===== src/rtl/mem_access_master_if.sv =====
// Bundle of the host command/data streams and the memory pin group for
// mem_access_master.
//   master : the initiator's view (drives cmd_ready, wdata_ready, rdata,
//            rdata_valid, done and the mem_* pins; samples mem_dataOut)
//   slave  : the environment's view (host + memory side)
interface mem_access_master_if;
  logic        cmd_valid;
  logic        cmd_ready;
  logic        cmd_write;
  logic [5:0]  cmd_addr;
  logic [3:0]  cmd_len;
  logic [31:0] wdata;
  logic        wdata_valid;
  logic        wdata_ready;
  logic [31:0] rdata;
  logic        rdata_valid;
  logic        done;
  logic [31:0] mem_data;
  logic [5:0]  mem_address;
  logic        mem_rE;
  logic        mem_wE;
  logic [31:0] mem_dataOut;

  modport master (
    input  cmd_valid, cmd_write, cmd_addr, cmd_len, wdata, wdata_valid, mem_dataOut,
    output cmd_ready, wdata_ready, rdata, rdata_valid, done,
           mem_data, mem_address, mem_rE, mem_wE
  );

  modport slave (
    output cmd_valid, cmd_write, cmd_addr, cmd_len, wdata, wdata_valid, mem_dataOut,
    input  cmd_ready, wdata_ready, rdata, rdata_valid, done,
           mem_data, mem_address, mem_rE, mem_wE
  );
endinterface


===== src/rtl/mem_access_master.sv =====
// Command-driven initiator for the 64 x 32 memory array. Accepts single or
// burst read/write commands over a valid/ready handshake, sequences the
// memory data/address/rE/wE pins and returns read words as a pulse stream.
//   clock : rising-edge clock
//   reset : asynchronous active-high reset
//   bus   : master modport (host command/write/read streams + memory pins)
//   READ_LATENCY : cycles from mem_rE high until mem_dataOut holds the word (1..4)
module mem_access_master #(
  parameter int unsigned READ_LATENCY = 1
) (
  input  logic clock,
  input  logic reset,
  mem_access_master_if.master bus
);

  typedef enum logic [1:0] {IDLE, WRITE, READ, DRAIN} state_t;

  // Reads younger than the one about to be captured: mem_re_q plus the
  // in-flight stages below index READ_LATENCY-1.
  localparam logic [READ_LATENCY:0] OLDER_MASK =
    (READ_LATENCY + 1)'((1 << (READ_LATENCY - 1)) - 1);

  state_t            state_q, state_d;
  logic [5:0]        cur_addr_q, cur_addr_d;
  logic [3:0]        remaining_q, remaining_d;
  logic [31:0]       mem_data_q, mem_data_d;
  logic [5:0]        mem_address_q, mem_address_d;
  logic              mem_re_q, mem_re_d;
  logic              mem_we_q, mem_we_d;
  logic              done_q, done_d;
  logic [31:0]       rdata_q, rdata_d;
  // Stage i is high READ_LATENCY... i+1 cycles after mem_rE; the top stage is rdata_valid.
  logic [READ_LATENCY:0] inflight_q, inflight_d;

  logic cmd_ready;
  logic older_pending;

  // done_q keeps the completion cycle closed so a new command lands one cycle later.
  assign cmd_ready = (state_q == IDLE) && !done_q;

  always_comb begin
    state_d       = state_q;
    cur_addr_d    = cur_addr_q;
    remaining_d   = remaining_q;
    mem_data_d    = mem_data_q;
    mem_address_d = mem_address_q;
    mem_re_d      = 1'b0;
    mem_we_d      = 1'b0;
    done_d        = 1'b0;

    inflight_d    = {inflight_q[READ_LATENCY-1:0], mem_re_q};
    rdata_d       = inflight_q[READ_LATENCY-1] ? bus.mem_dataOut : rdata_q;
    older_pending = mem_re_q || ((inflight_q & OLDER_MASK) != '0);

    unique case (state_q)
      IDLE: begin
        if (bus.cmd_valid && cmd_ready) begin
          cur_addr_d  = bus.cmd_addr;
          remaining_d = bus.cmd_len;
          state_d     = bus.cmd_write ? WRITE : READ;
        end
      end
      WRITE: begin
        if (bus.wdata_valid) begin
          mem_we_d      = 1'b1;
          mem_data_d    = bus.wdata;
          mem_address_d = cur_addr_q;
          cur_addr_d    = cur_addr_q + 6'd1;
          if (remaining_q == '0) begin
            state_d = IDLE;
            done_d  = 1'b1;
          end else begin
            remaining_d = remaining_q - 4'd1;
          end
        end
      end
      READ: begin
        mem_re_d      = 1'b1;
        mem_address_d = cur_addr_q;
        cur_addr_d    = cur_addr_q + 6'd1;
        if (remaining_q == '0) begin
          state_d = DRAIN;
        end else begin
          remaining_d = remaining_q - 4'd1;
        end
      end
      DRAIN: begin
        // Final word is being captured now; done lines up with its rdata_valid.
        if (inflight_q[READ_LATENCY-1] && !older_pending) begin
          state_d = IDLE;
          done_d  = 1'b1;
        end
      end
      default: state_d = IDLE;
    endcase
  end

  always_ff @(posedge clock or posedge reset) begin
    if (reset) begin
      state_q       <= IDLE;
      cur_addr_q    <= '0;
      remaining_q   <= '0;
      mem_data_q    <= '0;
      mem_address_q <= '0;
      mem_re_q      <= 1'b0;
      mem_we_q      <= 1'b0;
      done_q        <= 1'b0;
      rdata_q       <= '0;
      inflight_q    <= '0;
    end else begin
      state_q       <= state_d;
      cur_addr_q    <= cur_addr_d;
      remaining_q   <= remaining_d;
      mem_data_q    <= mem_data_d;
      mem_address_q <= mem_address_d;
      mem_re_q      <= mem_re_d;
      mem_we_q      <= mem_we_d;
      done_q        <= done_d;
      rdata_q       <= rdata_d;
      inflight_q    <= inflight_d;
    end
  end

  assign bus.cmd_ready   = cmd_ready;
  assign bus.wdata_ready = (state_q == WRITE);
  assign bus.rdata       = rdata_q;
  assign bus.rdata_valid = inflight_q[READ_LATENCY];
  assign bus.done        = done_q;
  assign bus.mem_data    = mem_data_q;
  assign bus.mem_address = mem_address_q;
  assign bus.mem_rE      = mem_re_q;
  assign bus.mem_wE      = mem_we_q;

endmodule


===== src/flat_wrapper.sv =====
// flat-port wrapper written by rule: the top's interface ports become plain ports
module mem_access_master_flat 
#(
  parameter int unsigned READ_LATENCY = 1
)
  (clock, reset, bus_cmd_valid, bus_cmd_write, bus_cmd_addr, bus_cmd_len, bus_wdata, bus_wdata_valid, bus_mem_dataOut, bus_cmd_ready, bus_wdata_ready, bus_rdata, bus_rdata_valid, bus_done, bus_mem_data, bus_mem_address, bus_mem_rE, bus_mem_wE);
  mem_access_master_if bus_i ();
  input  logic clock;
  input  logic reset;
  input wire logic [$bits(bus_i.cmd_valid)-1:0] bus_cmd_valid;
  input wire logic [$bits(bus_i.cmd_write)-1:0] bus_cmd_write;
  input wire logic [$bits(bus_i.cmd_addr)-1:0] bus_cmd_addr;
  input wire logic [$bits(bus_i.cmd_len)-1:0] bus_cmd_len;
  input wire logic [$bits(bus_i.wdata)-1:0] bus_wdata;
  input wire logic [$bits(bus_i.wdata_valid)-1:0] bus_wdata_valid;
  input wire logic [$bits(bus_i.mem_dataOut)-1:0] bus_mem_dataOut;
  output wire logic [$bits(bus_i.cmd_ready)-1:0] bus_cmd_ready;
  output wire logic [$bits(bus_i.wdata_ready)-1:0] bus_wdata_ready;
  output wire logic [$bits(bus_i.rdata)-1:0] bus_rdata;
  output wire logic [$bits(bus_i.rdata_valid)-1:0] bus_rdata_valid;
  output wire logic [$bits(bus_i.done)-1:0] bus_done;
  output wire logic [$bits(bus_i.mem_data)-1:0] bus_mem_data;
  output wire logic [$bits(bus_i.mem_address)-1:0] bus_mem_address;
  output wire logic [$bits(bus_i.mem_rE)-1:0] bus_mem_rE;
  output wire logic [$bits(bus_i.mem_wE)-1:0] bus_mem_wE;
  assign bus_i.cmd_valid = bus_cmd_valid;
  assign bus_i.cmd_write = bus_cmd_write;
  assign bus_i.cmd_addr = bus_cmd_addr;
  assign bus_i.cmd_len = bus_cmd_len;
  assign bus_i.wdata = bus_wdata;
  assign bus_i.wdata_valid = bus_wdata_valid;
  assign bus_i.mem_dataOut = bus_mem_dataOut;
  assign bus_cmd_ready = bus_i.cmd_ready;
  assign bus_wdata_ready = bus_i.wdata_ready;
  assign bus_rdata = bus_i.rdata;
  assign bus_rdata_valid = bus_i.rdata_valid;
  assign bus_done = bus_i.done;
  assign bus_mem_data = bus_i.mem_data;
  assign bus_mem_address = bus_i.mem_address;
  assign bus_mem_rE = bus_i.mem_rE;
  assign bus_mem_wE = bus_i.mem_wE;
  mem_access_master #(.READ_LATENCY(READ_LATENCY)) u_core (.clock(clock), .reset(reset), .bus(bus_i));
endmodule

===== config.mk =====
export PLATFORM = sky130hd
export DESIGN_NAME = mem_access_master_flat
export DESIGN_NICKNAME = d
export VERILOG_FILES = /design/src/rtl/mem_access_master_if.sv /design/src/rtl/mem_access_master.sv /design/src/flat_wrapper.sv
export SDC_FILE = /design/constraint.sdc
export NUM_CORES = 1
export LEC_CHECK = 0
export CORE_MARGIN = 8
export CORE_UTILIZATION = 35
export CTS_CLUSTER_DIAMETER = 200
export DETAILED_ROUTE_END_ITERATION = 16
export PLACE_DENSITY = 0.68
export REMOVE_ABC_BUFFERS = 1
export SYNTH_ARGS = -nofsm -noshare
export SYNTH_HDL_FRONTEND = slang
export SYNTH_SLANG_ARGS = --single-unit
export TNS_END_PERCENT = 1

===== constraint.sdc =====
create_clock -name clock -period 3.05 [get_ports clock]
set_input_delay 0.4575 -clock clock [delete_from_list [all_inputs] [get_ports clock]]
set_output_delay 0.4575 -clock clock [all_outputs]
set_load 0.05 [all_outputs]

# Word-level counts from Yosys, hierarchy flattened
# Cells that the tools add are included.
[classes] addsub=2 eq_ne=8 muxes=23 n_reduce_logical=13
[op_table] op="2-to-1 mux 6 bit" count=3
[op_table] op="one-hot mux 6 bit (3 select lines)" count=1
[op_table] op="2-to-1 mux 2 bit" count=6
[op_table] op="2-to-1 mux 4 bit" count=3
[op_table] op="one-hot mux 4 bit (3 select lines)" count=1
[op_table] op="one-hot mux 6 bit (2 select lines)" count=1
[op_table] op="one-hot mux 2 bit (4 select lines)" count=1
[op_table] op="adder 6 x 1 -> 6 bit, second input constant" count=1
[op_table] op="2-to-1 mux 1 bit" count=6
[op_table] op="!= test 2 x 1 -> 1 bit, second input constant" count=3
[op_table] op="AND reduction 5 bit" count=1
[op_table] op="== test 2 bit, second input constant" count=2
[op_table] op="zero test 4 bit" count=1
[op_table] op="!= test 2 bit, second input constant" count=2
[op_table] op="AND reduction 2 bit" count=2
[op_table] op="subtractor 4 x 1 -> 4 bit, second input constant" count=1
[op_table] op="logical AND 1 bit" count=3
[op_table] op="AND reduction 3 bit" count=1
[op_table] op="nonzero test 3 bit" count=1
[op_table] op="== test 2 x 1 -> 1 bit, second input constant" count=1
[op_table] op="zero test 1 bit" count=2
[op_table] op="zero test 2 bit" count=1
[op_table] op="one-hot mux 1 bit (2 select lines)" count=1
[op_table] op="nonzero test 2 bit" count=1
[word_totals] ff_bits=87 out_inout_bits=76 elab_cells=56

# Logic depth before layout (Yosys ltp)
[logic_depth] depth_word=5 ltp_mapped=7 ltp_nobuf=6

# Worst setup path before layout
# No wires, ideal clock.
[synth_timing] path_type="flip-flop to flip-flop" from="reg u_core.state_q[1]" to="reg u_core.mem_data_q[10] (netlist: u_core.bus.mem_data[10])" setup_ns=0.125 arrival_time_ns=1.885 t_required_ns=2.925 slack_ns=1.040 path_stages_with_launch=7 synth_period_minus_slack_ns=2.010 path_cell_list="dfrtp_1 -> inv_1 -> ha_1 -> and2_2 -> buf_4 -> buf_6 -> mux2_2"
[synth_between] elab_chain_len=2
[synth_lines] item="start, declared" line_no="mem_access_master.sv:23" text="state_t state_q, state_d;"
[synth_lines] item="start signal, assigned" line_no="mem_access_master.sv:111" text="state_q <= state_d;"
[synth_lines] item="== test 2 x 1 -> 1 bit"
[synth_lines] item="named net bus_wdata_ready" line_no="flat_wrapper.sv:18" text="output wire logic [$bits(bus_i.wdata_ready)-1:0] bus_wdata_ready;"
[synth_lines] item="AND reduction 2 bit (no source line)"
[synth_lines] item="end signal, assigned" line_no="mem_access_master.sv:114" text="mem_data_q <= mem_data_d;"
[synth_lines] item="end, declared" line_no="mem_access_master.sv:26" text="logic [31:0] mem_data_q, mem_data_d;"
# The timed path passes the listed nets, and every way through them passes these cells.
# A chain may end at the register's enable or synchronous reset.

# Worst setup path after layout
[layout_timing] from="reg u_core.state_q[0]" to="out bus_cmd_ready"
[layout_between] elab_chain_len=2
[layout_lines] item="zero test 2 bit" line_no="mem_access_master.sv:39" text="assign cmd_ready = (state_q == IDLE) && !done_q;"
[layout_lines] item="logical AND 1 bit" line_no="mem_access_master.sv:39"
[layout_lines] item="end, declared" line_no="flat_wrapper.sv:17" text="output wire logic [$bits(bus_i.cmd_ready)-1:0] bus_cmd_ready;"
# Every way passes these cells.

==> PnR_summary.wiki <==
{| class="wikitable"
! Metric !! Value
|-
| Outcome || completed
|-
| Count of buffers added by post-CTS timing repair for setup || 0
|-
| Total Routing Usage GR || between 10% and 20%
|-
| Max-slew violation total from the final report || 0
|-
| Critical Path Fanout Max || 4
|-
| Final #Nets || 501
|-
| DP Wirelength || 6920 um
|-
| DRC || 0
|-
| Number of synthesis warnings || 0
|-
| Clock tree from TritonCTS || built
|-
| Flip-flop and latch count after synthesis || 87
|-
| Critical Path Sink Type || primary output
|-
| Pin slew with the least headroom to its limit || approximately 0.57 ns
|-
| Vias after detailed routing || 2628
|-
| Cell with the most instances after synthesis || sky130_fd_sc_hd__dfrtp_1
|-
| Number of detailed-routing iterations run before antenna repair || 4
|-
| Number of antenna violations at the first check in global routing || 0
|-
| R2R Path End || u_core.cur_addr_q[5]
|-
| CTS Root Cell || sky130_fd_sc_hd__clkbuf_8
|-
| Leading cell types by total area after synthesis || sky130_fd_sc_hd__dfrtp_1, sky130_fd_sc_hd__mux2_2, sky130_fd_sc_hd__ha_1
|-
| Routed WL || 9020 um
|-
| Post-synthesis sequential area ratio || 59.7%
|-
| Number of hold violations in the final report || 0
|-
| Number of antenna diodes || 0
|-
| Unrepaired setup endpoints after global routing || false
|-
| Number of cells traversed by the worst hold path || 0
|-
| Critical setup path kind || reg2out
|-
| Top cell type by total area after synthesis || sky130_fd_sc_hd__dfrtp_1
|-
| Worst reg2reg path depth || 6
|-
| Reg-to-reg critical path startpoint || u_core.state_q[0]
|-
| I/O pin count || about 160
|-
| Register-to-register setup slack || 0.96 ns
|-
| Data required time at the worst endpoint || 2.59 ns
|-
| Clock H-tree levels || 3
|-
| Core Footprint || between 0.01 and 0.015 mm2
|-
| Path category of the worst min-delay check || reg2reg
|-
| Clk sink count || 87
|-
| First-pass GRT wire length || around 15000 um
|-
| Detail-routed via count per cell || roughly 4.7
|-
| Final estimated routing congestion in global placement || 0.737
|-
| Part of the cycle the worst path needs || 82.9%
|-
| Synth cell count leaders || sky130_fd_sc_hd__dfrtp_1, sky130_fd_sc_hd__mux2_2, sky130_fd_sc_hd__nand2_1
|-
| Fraction of final layout cells sized beyond drive strength 1 || 23.3%
|-
| Max-capacitance violation count || 0
|-
| Clock input transition at the sequential cells of the worst setup and hold paths || 0.08 ns
|-
| Area overhead of the layout relative to synthesis || 52.0%
|-
| Worst skew pair latency || between 0.3 and 0.4 ns
|-
| Post-CTS Resized || 0
|-
| Count of unique library cells instantiated by Yosys || 42
|-
| Maximum count of clock buffers along a single path || 2
|-
| Number of antenna-violating nets in the routed design || 0
|-
| Cells after synthesis || 257
|-
| Grt ovf || 0
|-
| Hold EP || u_core.inflight_q[0]
|-
| Number of global-route vias before repair || 2831
|-
| Port buffer count || 154
|-
| Die span in x || 118 um
|-
| Starting density of the core || 35.6%
|-
| Setup violators final || 0
|-
| Post-synth EDFFs || 0
|-
| Dpl ws || 0.880 ns
|-
| Share of async-settable or async-resettable flops after synthesis || 100%
|-
| Top flip-flop cell by instance count after synthesis || sky130_fd_sc_hd__dfrtp_1
|-
| Clock skew after layout || 0.00838 ns
|-
| Avg WL per Cell || 16.2 um
|-
| Die span in y || 118 um
|-
| Setup TNS Final || 0 ns
|-
| Post-Synthesis Mean Instance Area || approximately 14 um2
|-
| Area of the die || about 0.014 mm2
|-
| Top-area cell type share of the netlist area || 59.7%
|-
| Number of buffers inserted for hold repair after clock tree synthesis || 0
|-
| Final worst slack || 0.520 ns
|-
| Pin count of the biggest net entering global routing || 57
|-
| FP Rows || 37
|-
| Highest clock frequency the design can meet || 395 MHz
|-
| Crit path arrival time || 2.07 ns
|-
| Total standard cell area after synthesis || ~0.0036 mm2
|-
| Minimum clock period || 2.53 ns
|-
| Worst rel slew slack || ~62%
|-
| Number of buffers created by CTS || 9
|-
| Hold path start || u_core.bus.mem_rE
|-
| Count of routing violations after the opening detailed-route iteration || between 70 and 80
|-
| Critical Path Start Type || register
|}
==> critical path, cell delays in order (launching register included) <==
cell and delay, ns:
sky130_fd_sc_hd__dfrtp_1 0.42, sky130_fd_sc_hd__inv_1 0.11, sky130_fd_sc_hd__ha_1 0.26, sky130_fd_sc_hd__and2b_1 0.15, sky130_fd_sc_hd__clkdlybuf4s50_1 0.79
==> cell type report <==
type                    instances  area (um2)
clock inverters                 6        68.8
fillers                       911        4690
flip-flops and latches         87        2180
inverters                      10        38.8
clock buffers                  10         138
multi-input cells             150        1360
well taps                     136         170
repair buffers                157        1590
==> how the worst max path moves through the flow <==
stage                            startpoint               to  slack (ns)  cells after the start
after floorplan                       reset  u_core.bus.done        0.34                      1
after global placement    u_core.state_q[0]    bus_cmd_ready        0.90                      4
after detailed placement  u_core.state_q[0]    bus_cmd_ready        0.88                      4
after CTS                 u_core.state_q[0]    bus_cmd_ready        0.49                      4
after global routing      u_core.state_q[0]    bus_cmd_ready        0.43                      4
final                     u_core.state_q[0]    bus_cmd_ready        0.52                      4
==> cells in the final DEF, fill, tap and decap left out, types with 2 or more instances in the layout <==
| master | instances |
|---|---|
| sky130_fd_sc_hd__dfrtp_1 | 87 |
| sky130_fd_sc_hd__a21oi_1 | 8 |
| sky130_fd_sc_hd__clkinv_4 | 2 |
| sky130_fd_sc_hd__inv_1 | 8 |
| sky130_fd_sc_hd__mux2_2 | 70 |
| sky130_fd_sc_hd__nand2b_1 | 2 |
| sky130_fd_sc_hd__clkdlybuf4s50_1 | 154 |
| sky130_fd_sc_hd__ha_1 | 7 |
| sky130_fd_sc_hd__buf_12 | 2 |
| sky130_fd_sc_hd__mux2_1 | 2 |
| sky130_fd_sc_hd__clkinv_2 | 2 |
| sky130_fd_sc_hd__nand2_1 | 11 |
| sky130_fd_sc_hd__clkbuf_8 | 10 |
| sky130_fd_sc_hd__a31oi_1 | 4 |
| sky130_fd_sc_hd__mux2i_1 | 3 |
| sky130_fd_sc_hd__nand3_1 | 8 |
| sky130_fd_sc_hd__nor2_1 | 3 |
| sky130_fd_sc_hd__o21ai_0 | 8 |
==> sequential cells by signal, summed over array words and instances, names as in the netlist <==
signal / cells
u_core.inflight_q: 2
u_core.bus.mem_wE: 1
u_core.bus.mem_data: 32
u_core.bus.mem_rE: 1
u_core.state_q: 2
u_core.remaining_q: 4
u_core.bus.done: 1
u_core.bus.mem_address: 6
u_core.cur_addr_q: 6
u_core.bus.rdata: 32
==> cells by family after synthesis <==
group           share of synthesized area (%)
compound gates                           5.94
fa+ha+maj                                2.40
buf+inv                                  3.02
flops                                    59.7
mux                                      23.1
simple gates                             5.87
==> stage by stage <==
stage               util [%]  instances  hold WS (ns)  area (um2)
finish                  54.2        556         0.437        5540
global route            54.2        556         0.473        5540
CTS                     54.2        556         0.438        5540
detailed placement      52.1        540         0.415        5330
global placement        52.1        540         0.439        5330
floorplan                  -        247         0.501        3570
==> routing by layer <==
layer / vias up / track usage, % / wire [um]
met5: - / 0 / 0
met4: 0 / 5.68 / 209
met3: 15 / 6.47 / 936
met2: 105 / 21.6 / 4270
met1: 1285 / 14.3 / 3610
li1: 1223 / - / -
Power is not shown: default switching activity piles up to over one toggle a cycle in this logic, so the estimate is an artifact.
